==> config.mk <==
export PLATFORM = sky130hd
export DESIGN_NAME = id_exe_pipeline_reg
export DESIGN_NICKNAME = d
export VERILOG_FILES = /design/src/rtl/pipeline_pkg.sv /design/src/rtl/pipe_field_reg.sv /design/src/rtl/id_exe_pipeline_reg.sv
export SDC_FILE = /design/constraint.sdc
export NUM_CORES = 1
export LEC_CHECK = 0
export CAP_MARGIN = 15
export CORE_MARGIN = 3
export CORE_UTILIZATION = 30
export CTS_BUF_LIST = sky130_fd_sc_hd__clkbuf_16
export DETAILED_ROUTE_END_ITERATION = 12
export GPL_TIMING_DRIVEN = 0
export PLACE_DENSITY = 0.67
export SETUP_SLACK_MARGIN = 0.5
export SYNTH_ARGS = -nofsm -noshare
export SYNTH_HDL_FRONTEND = slang
export SYNTH_SLANG_ARGS = --single-unit
==> constraint.sdc <==
create_clock -name clk -period 1.3 [get_ports clk]
set_clock_uncertainty 0.2 [all_clocks]
set_input_delay 0.26 -clock clk [delete_from_list [all_inputs] [get_ports clk]]
set_output_delay 0.26 -clock clk [all_outputs]
set_load 0.01 [all_outputs]
==> src/rtl/pipeline_pkg.sv <==
// Shared pipeline definitions: control-word layout, ALU op encodings and the ID/EX update modes.
package pipeline_pkg;

    localparam int DATA_W  = 32;
    localparam int REG_A_W = 5;
    localparam int CTRL_W  = 9;

    localparam int CTRL_REG_WRITE = 8;
    localparam int CTRL_MEM_READ  = 7;
    localparam int CTRL_MEM_WRITE = 6;
    localparam int CTRL_MEM_2_REG = 5;
    localparam int CTRL_ALU_SRC   = 4;
    localparam int CTRL_BRANCH    = 3;
    localparam int CTRL_JUMP      = 2;
    localparam int CTRL_ALU_OP    = 0;

    localparam logic [1:0] ALU_OP_ADD   = 2'b00;
    localparam logic [1:0] ALU_OP_BR    = 2'b01;
    localparam logic [1:0] ALU_OP_RTYPE = 2'b10;
    localparam logic [1:0] ALU_OP_ITYPE = 2'b11;

    typedef enum logic [1:0] {
        UPD_FLUSH   = 2'd0,
        UPD_HOLD    = 2'd1,
        UPD_BUBBLE  = 2'd2,
        UPD_CAPTURE = 2'd3
    } upd_mode_e;

    function automatic logic ctrl_mem_read(input logic [CTRL_W-1:0] ctrl);
        return ctrl[CTRL_MEM_READ];
    endfunction

endpackage

==> src/rtl/pipe_field_reg.sv <==
// Generic pipeline field register: async active-low reset, synchronous clear, load, otherwise hold.
module pipe_field_reg #(
    parameter int W = 8
) (
    input  logic         clk,
    input  logic         arst_n,
    input  logic         load,
    input  logic         clear,
    input  logic [W-1:0] d,
    output logic [W-1:0] q
);

    logic [W-1:0] q_r;

    // Field storage: clear beats load, otherwise hold
    always_ff @(posedge clk or negedge arst_n) begin
        if (!arst_n) begin
            q_r <= {W{1'b0}};
        end else if (clear) begin
            q_r <= {W{1'b0}};
        end else if (load) begin
            q_r <= d;
        end else begin
            q_r <= q_r;
        end
    end

    assign q = q_r;

endmodule

==> src/rtl/id_exe_pipeline_reg.sv <==
// ID/EX pipeline register with flush, hold and load-use bubble insertion.
// Optional saturating bubble/flush statistics counters are built when ID_EXE_STATS_EN is defined.
module id_exe_pipeline_reg
    import pipeline_pkg::*;
#(
    parameter int DATA_W  = pipeline_pkg::DATA_W,
    parameter int REG_A_W = pipeline_pkg::REG_A_W
`ifdef ID_EXE_STATS_EN
    , parameter int CNT_W = 32
`endif
) (
    input  logic               clk,
    input  logic               arst_n,
    input  logic               enable,
    input  logic               stall_control,
    input  logic               flush,
    input  logic               valid_IF_ID,
    input  logic [CTRL_W-1:0]  ctrl_IF_ID,
    input  logic [DATA_W-1:0]  pc_IF_ID,
    input  logic [DATA_W-1:0]  rs1_data_IF_ID,
    input  logic [DATA_W-1:0]  rs2_data_IF_ID,
    input  logic [DATA_W-1:0]  imm_IF_ID,
    input  logic [REG_A_W-1:0] rs1_IF_ID,
    input  logic [REG_A_W-1:0] rs2_IF_ID,
    input  logic [REG_A_W-1:0] rd_IF_ID,
    input  logic [3:0]         func_IF_ID,
    output logic               valid_ID_EXE,
    output logic [CTRL_W-1:0]  ctrl_ID_EXE,
    output logic [DATA_W-1:0]  pc_ID_EXE,
    output logic [DATA_W-1:0]  rs1_data_ID_EXE,
    output logic [DATA_W-1:0]  rs2_data_ID_EXE,
    output logic [DATA_W-1:0]  imm_ID_EXE,
    output logic [REG_A_W-1:0] rs1_ID_EXE,
    output logic [REG_A_W-1:0] rs2_ID_EXE,
    output logic [REG_A_W-1:0] rd_ID_EXE,
    output logic [3:0]         func_ID_EXE,
    output logic               mem_read_ID_EXE
`ifdef ID_EXE_STATS_EN
    , output logic [CNT_W-1:0] bubble_cnt
    , output logic [CNT_W-1:0] flush_cnt
`endif
);

    localparam int CTRL_GRP_W = 1 + CTRL_W + REG_A_W;
    localparam int DATA_GRP_W = 4 * DATA_W + 4;
    localparam int ADDR_GRP_W = 2 * REG_A_W;

    upd_mode_e mode_s;
    logic ctrl_load_s, ctrl_clear_s, data_load_s, addr_load_s, addr_clear_s;
    logic [CTRL_GRP_W-1:0] ctrl_d_s, ctrl_q_s;
    logic [DATA_GRP_W-1:0] data_d_s, data_q_s;
    logic [ADDR_GRP_W-1:0] addr_d_s, addr_q_s;

    // Update priority: flush overrides a global hold, which overrides a bubble
    always_comb begin
        mode_s = UPD_CAPTURE;
        if (flush) begin
            mode_s = UPD_FLUSH;
        end else if (!enable) begin
            mode_s = UPD_HOLD;
        end else if (!stall_control) begin
            mode_s = UPD_BUBBLE;
        end else begin
            mode_s = UPD_CAPTURE;
        end
    end

    // Per-group load/clear strobes for the selected update mode
    always_comb begin
        ctrl_load_s  = 1'b0;
        ctrl_clear_s = 1'b0;
        data_load_s  = 1'b0;
        addr_load_s  = 1'b0;
        addr_clear_s = 1'b0;
        case (mode_s)
            UPD_FLUSH:   ctrl_clear_s = 1'b1;
            UPD_HOLD:    ctrl_clear_s = 1'b0;
            UPD_BUBBLE: begin
                ctrl_clear_s = 1'b1;
                addr_clear_s = 1'b1;
            end
            UPD_CAPTURE: begin
                ctrl_load_s = 1'b1;
                data_load_s = 1'b1;
                addr_load_s = 1'b1;
            end
            default: ctrl_clear_s = 1'b1;
        endcase
    end

    // An invalid slot enters EXE with no control and no destination
    always_comb begin
        if (valid_IF_ID) begin
            ctrl_d_s = {1'b1, ctrl_IF_ID, rd_IF_ID};
        end else begin
            ctrl_d_s = {CTRL_GRP_W{1'b0}};
        end
    end

    assign data_d_s = {pc_IF_ID, rs1_data_IF_ID, rs2_data_IF_ID, imm_IF_ID, func_IF_ID};
    assign addr_d_s = {rs1_IF_ID, rs2_IF_ID};

    pipe_field_reg #(.W(CTRL_GRP_W)) u_ctrl_reg (
        .clk(clk), .arst_n(arst_n), .load(ctrl_load_s), .clear(ctrl_clear_s),
        .d(ctrl_d_s), .q(ctrl_q_s)
    );

    pipe_field_reg #(.W(DATA_GRP_W)) u_data_reg (
        .clk(clk), .arst_n(arst_n), .load(data_load_s), .clear(1'b0),
        .d(data_d_s), .q(data_q_s)
    );

    pipe_field_reg #(.W(ADDR_GRP_W)) u_addr_reg (
        .clk(clk), .arst_n(arst_n), .load(addr_load_s), .clear(addr_clear_s),
        .d(addr_d_s), .q(addr_q_s)
    );

    assign {valid_ID_EXE, ctrl_ID_EXE, rd_ID_EXE} = ctrl_q_s;
    assign {pc_ID_EXE, rs1_data_ID_EXE, rs2_data_ID_EXE, imm_ID_EXE, func_ID_EXE} = data_q_s;
    assign {rs1_ID_EXE, rs2_ID_EXE} = addr_q_s;
    assign mem_read_ID_EXE = ctrl_mem_read(ctrl_ID_EXE);

`ifdef ID_EXE_STATS_EN
    localparam logic [CNT_W-1:0] CNT_ONE = {{(CNT_W-1){1'b0}}, 1'b1};
    localparam logic [CNT_W-1:0] CNT_MAX = {CNT_W{1'b1}};

    logic [CNT_W-1:0] bubble_cnt_r, flush_cnt_r;

    // Saturating event counters; a flush only counts if it kills a real instruction
    always_ff @(posedge clk or negedge arst_n) begin
        if (!arst_n) begin
            bubble_cnt_r <= {CNT_W{1'b0}};
            flush_cnt_r  <= {CNT_W{1'b0}};
        end else begin
            if (mode_s == UPD_BUBBLE && bubble_cnt_r != CNT_MAX) begin
                bubble_cnt_r <= bubble_cnt_r + CNT_ONE;
            end else begin
                bubble_cnt_r <= bubble_cnt_r;
            end
            if (mode_s == UPD_FLUSH && valid_ID_EXE && flush_cnt_r != CNT_MAX) begin
                flush_cnt_r <= flush_cnt_r + CNT_ONE;
            end else begin
                flush_cnt_r <= flush_cnt_r;
            end
        end
    end

    assign bubble_cnt = bubble_cnt_r;
    assign flush_cnt  = flush_cnt_r;
`endif

endmodule

Word level (Yosys, flattened, before mapping)
Index checks and enable logic that the tools add are counted.
Cells by class
  eq/ne operators: 2
  multiplexer cells: 11
  reductions and logical operators: 4
Operator list (count)
  two-way mux 15 bit: 3
  two-way mux 10 bit: 2
  == test 2 bit (second input constant): 2
  two-way mux 1 bit: 4
  two-way mux 2 bit: 2
  nonzero test 2 bit: 2
  logical NOT 2 bit: 1
  OR reduction 2 bit: 1
Storage, ports and cells
  bits in registers: 157
  word-level logic and storage cells: 20

Logic depth before layout (Yosys ltp)
  word-level depth: 7
  gate-level depth with buffers: 5

Hierarchy
A second synthesis with hierarchy kept.
Second synthesis, totals
  cell total of the unflattened synthesis: 527
  area total of the unflattened synthesis: 6528.8 um2
Modules (own cells, without submodules)
  pipe_field_reg (u_data_reg): instances 1, cells each 426, area an instance 5360.1 um2
  pipe_field_reg (u_ctrl_reg): instances 1, cells each 48, area an instance 616.8 um2
  pipe_field_reg (u_addr_reg): instances 1, cells each 32, area an instance 402.9 um2
  id_exe_pipeline_reg: instances 1, cells each 21, area an instance 148.9 um2

Least setup slack after synthesis
OpenSTA, ideal clock, no wires.
  kind: input to register
  start: input port flush
  end: register u_data_reg.q_r[100] (netlist: u_data_reg.q[100])
  setup time: 0.125 ns
  data arrival time: 1.174 ns
  data required time: 0.975 ns
  setup slack: -0.200 ns
  cell stages on the path: 5
  buffers on the path: 3
  cells stage by stage: buf_2 nand3b_4 buf_6 buf_6 mux2_4
Between the ends
  longest elaborated chain between the ends: 3
Ends and longest elaborated chain
  from (decl): RTL line id_exe_pipeline_reg.sv:16  | input logic flush,
  two-way mux 2 bit: RTL line id_exe_pipeline_reg.sv:57  | if (flush) begin
  == test 2 bit: RTL line id_exe_pipeline_reg.sv:75  | case (mode_s)
  two-way mux 1 bit: RTL line id_exe_pipeline_reg.sv:75
  to (signal assigned): RTL line pipe_field_reg.sv:18  | q_r <= {W{1'b0}};
  to (signal assigned): RTL line pipe_field_reg.sv:20  | q_r <= {W{1'b0}};
  to (signal assigned): RTL line pipe_field_reg.sv:24  | q_r <= q_r;
  to (decl): RTL line pipe_field_reg.sv:13  | logic [W-1:0] q_r;
Every way passes these cells.
A chain may end at the register's enable or synchronous reset.

Worst setup path after layout
  start: register u_ctrl_reg.q_r[12] (netlist: u_ctrl_reg.q[12])
  end: output port ctrl_ID_EXE[7]
RTL lines
  from (decl): RTL line pipe_field_reg.sv:13
  from (signal assigned): RTL line pipe_field_reg.sv:18
  from (signal assigned): RTL line pipe_field_reg.sv:20
  from (signal assigned): RTL line pipe_field_reg.sv:24
  to (decl): RTL line id_exe_pipeline_reg.sv:28  | output logic [CTRL_W-1:0] ctrl_ID_EXE,
No word-level cell between the ends.

==> flow_summary.ini <==
[run_status]
status = complete, but fails checks
failed_checks = negative hold slack, negative setup slack

[yosys]
avgSynthCellArea_um2 = 16.2
syn_area_mm2 = 0.00635
ys_seq_area_share_pct = 61.8
synth-seq-cells = 157
syn-num-nets = 553
synthTopCellsByArea = dfrtp_1, mux2_4, mux2_2, buf_6, mux2i_1
synth_cells = 391
synth_cell_type_count = 16
ys_warn_count = 0
synth_top_area_cell = dfrtp_1
yosysTopAreaCellShare_pct = 61.8

[sta]
clock.fmax_mhz = 659
slew-limit-headroom_pct = 65.6
rsz0062_at_grt = true
tightest_slew_ns = 0.516
slew_violations = 0
min_period_ns = 1.52
finalCritPeriodShare_pct = 117
setup_viol = 163
timing.hold.ws_ns = -0.452
hold_viol_final = 141
setup_ws_ns = -0.217

[worst_hold_path]
hold_path.class = primary input to asynchronous set/reset pin

[detailed_routing]
vias = 4935
wl_per_cell_um = 18.4
ant_nets = 0
drc = 0
drtIter0Drc = 92
first_pass_iters = 4
wl_mm = 20.8
avgViaCountPerCell = 4.38

[finish]
final_cell_mix = dfrtp_1, clkdlybuf4s50_1, buf_6
drive_gt1_share_pct = 57.3
nFillCells = 1622
nNetsFinal = 1007
final_core_util_pct = 58.0
antenna_cells = 0
final_area_mm2 = 0.0119
final_common_cell = dfrtp_1
area_delta_synth_final_pct = 87.2

[place]
dpl.hpwl_mm = 13.6
globalplace.congestion = 0.757
placed_cell_area_mm2 = 0.0101
port-buffer-count = 317

[critical_path]
startpoint = u_ctrl_reg.q[12]
start_kind = flop
r2r-end = u_data_reg.q[106]
cpPeakStageDelay_ns = 0.41
path_buf_inv = 2
cp_common_cell = buf_6
critPathCaptureType = output pin
worst-setup-path-type = flop to output pin
path_cells = buf_6, buf_6
r2r-start = u_data_reg.q[106]
rrSetupSlack_ns = 0.11
crit_required_ns = 0.84
path_delay_family = flip-flops
cp_max_fo = 3
cp.depth = 2
crit_arrival_ns = 1.06
crit_slowest_cell = dfrtp_1
cp-endpoint = ctrl_ID_EXE[7]
worstRegToRegCells = 3

[global_routing]
grt_max_degree = 89
grt_pass1_vias = 5288
grt_pass1_wl_mm = 29.4
grt_use_total_pct = 16.8
gr-total-overflow = 0
antenna_found_initial = 0

[die]
dieHeight_um = 152
start_util_pct = 31.0
die_width_um = 152
core_area_mm2 = 0.0205
num_rows = 52
dieArea_mm2 = 0.0230
io_pins = 320

[clock_tree]
htree_levels = 4
clk_latency_ns = 0.41
clock-root-buffer = clkbuf_16
numCtsBuffers = 17
clock-sinks = 157
cts_buffer_depth = 2
clk_pin_slew_ns = 0.06
cts_tree = done

[power_and_ir_drop]
powerDensity_mw_per_mm2 = 1310
leakagePower_nw = 5.81
peakVddDrop_uv = 902
p_total_mw = 15.6

[job]
maxCapViolations = 0
## synth_stat cells
master    count
dfrtp_1     157
nand4_1      14
buf_2         8
nand2_1      10
mux2_2       52
buf_4         1
nor2b_1       1
mux2_4       80
nand2b_1     15
nand3b_4      1
nand3_1       1
buf_6         9
clkbuf_1      7
mux2i_1      10
a21oi_1      15
inv_1        10
## power by group
part	internal (mW)	leakage (nW)	switching, mW	total, mW
clock network	2.47	0.255	2.14	4.61
logic	3.14	3.65	1.62	4.76
registers	5.72	1.90	0.534	6.26
## final cells by class
cell class	count	area [µm²]	share of cell area (%)
timing repair buffer	435	4300	36.2
sequential	157	3930	33.0
multi-input combinational	199	2360	19.8
clock buffer	17	425	3.58
buffer	25	389	3.27
tap	270	338	2.84
clock inverter	15	114	0.957
inverter	10	37.5	0.316
## kinds of logic after synthesis
logic type      count (synthesis)  synth area share, %
buf+inv                        35                 3.35
compound gates                 15                 1.18
mux                           142                 29.7
flops                         157                 61.8
simple gates                   42                 3.94
## worst min-delay path by stage
stage	start	end	slack, ns	cells past startpoint
2_1_floorplan	arst_n	u_addr_reg.q[0]	-0.24	0
3_3_place_gp	flush	u_ctrl_reg.q[4]	0.24	2
3_5_place_dp	arst_n	u_data_reg.q[53]	0.18	1
4_1_cts	arst_n	u_data_reg.q[53]	-0.28	1
5_1_grt	arst_n	u_data_reg.q[60]	-0.45	1
6_report	arst_n	u_data_reg.q[60]	-0.45	1
## sequential cells by signal (all words and copies together), names as in the netlist
name / cells
u_data_reg.q: 132
u_addr_reg.q: 10
u_ctrl_reg.q: 15
## stage by stage
stage          cells  setup TNS (ns)  setup slack [ns]
2_1_floorplan    391          -16.48            -0.161
3_3_place_gp     978        -1122.57             -6.46
3_5_place_dp     979         -123.99            -0.792
4_1_cts         1078          -19.58            -0.236
5_1_grt         1128          -23.38            -0.265
6_report        1128          -15.34            -0.217
## repair_timing
item,in CTS,in global routing
gates cloned,14,2
pin swaps,3,8
hold endpoints to repair,93,93
setup buffers,53,48
gates resized for setup,740,109
setup endpoints to repair,385,438
## per-layer routing
| metal | GRT usage [%] | up-vias | share of wire, % |
|---|---|---|---|
| met4 | 4.67 | 0 | 1.9 |
| met1 | 19.1 | 2420 | 38 |
| met5 | 0 | - | 0 |
| li1 | - | 2276 | - |
| met3 | 6.87 | 22 | 8.8 |
| met2 | 29.1 | 217 | 52 |
No activity file was read; power rests on OpenSTA's default activity.
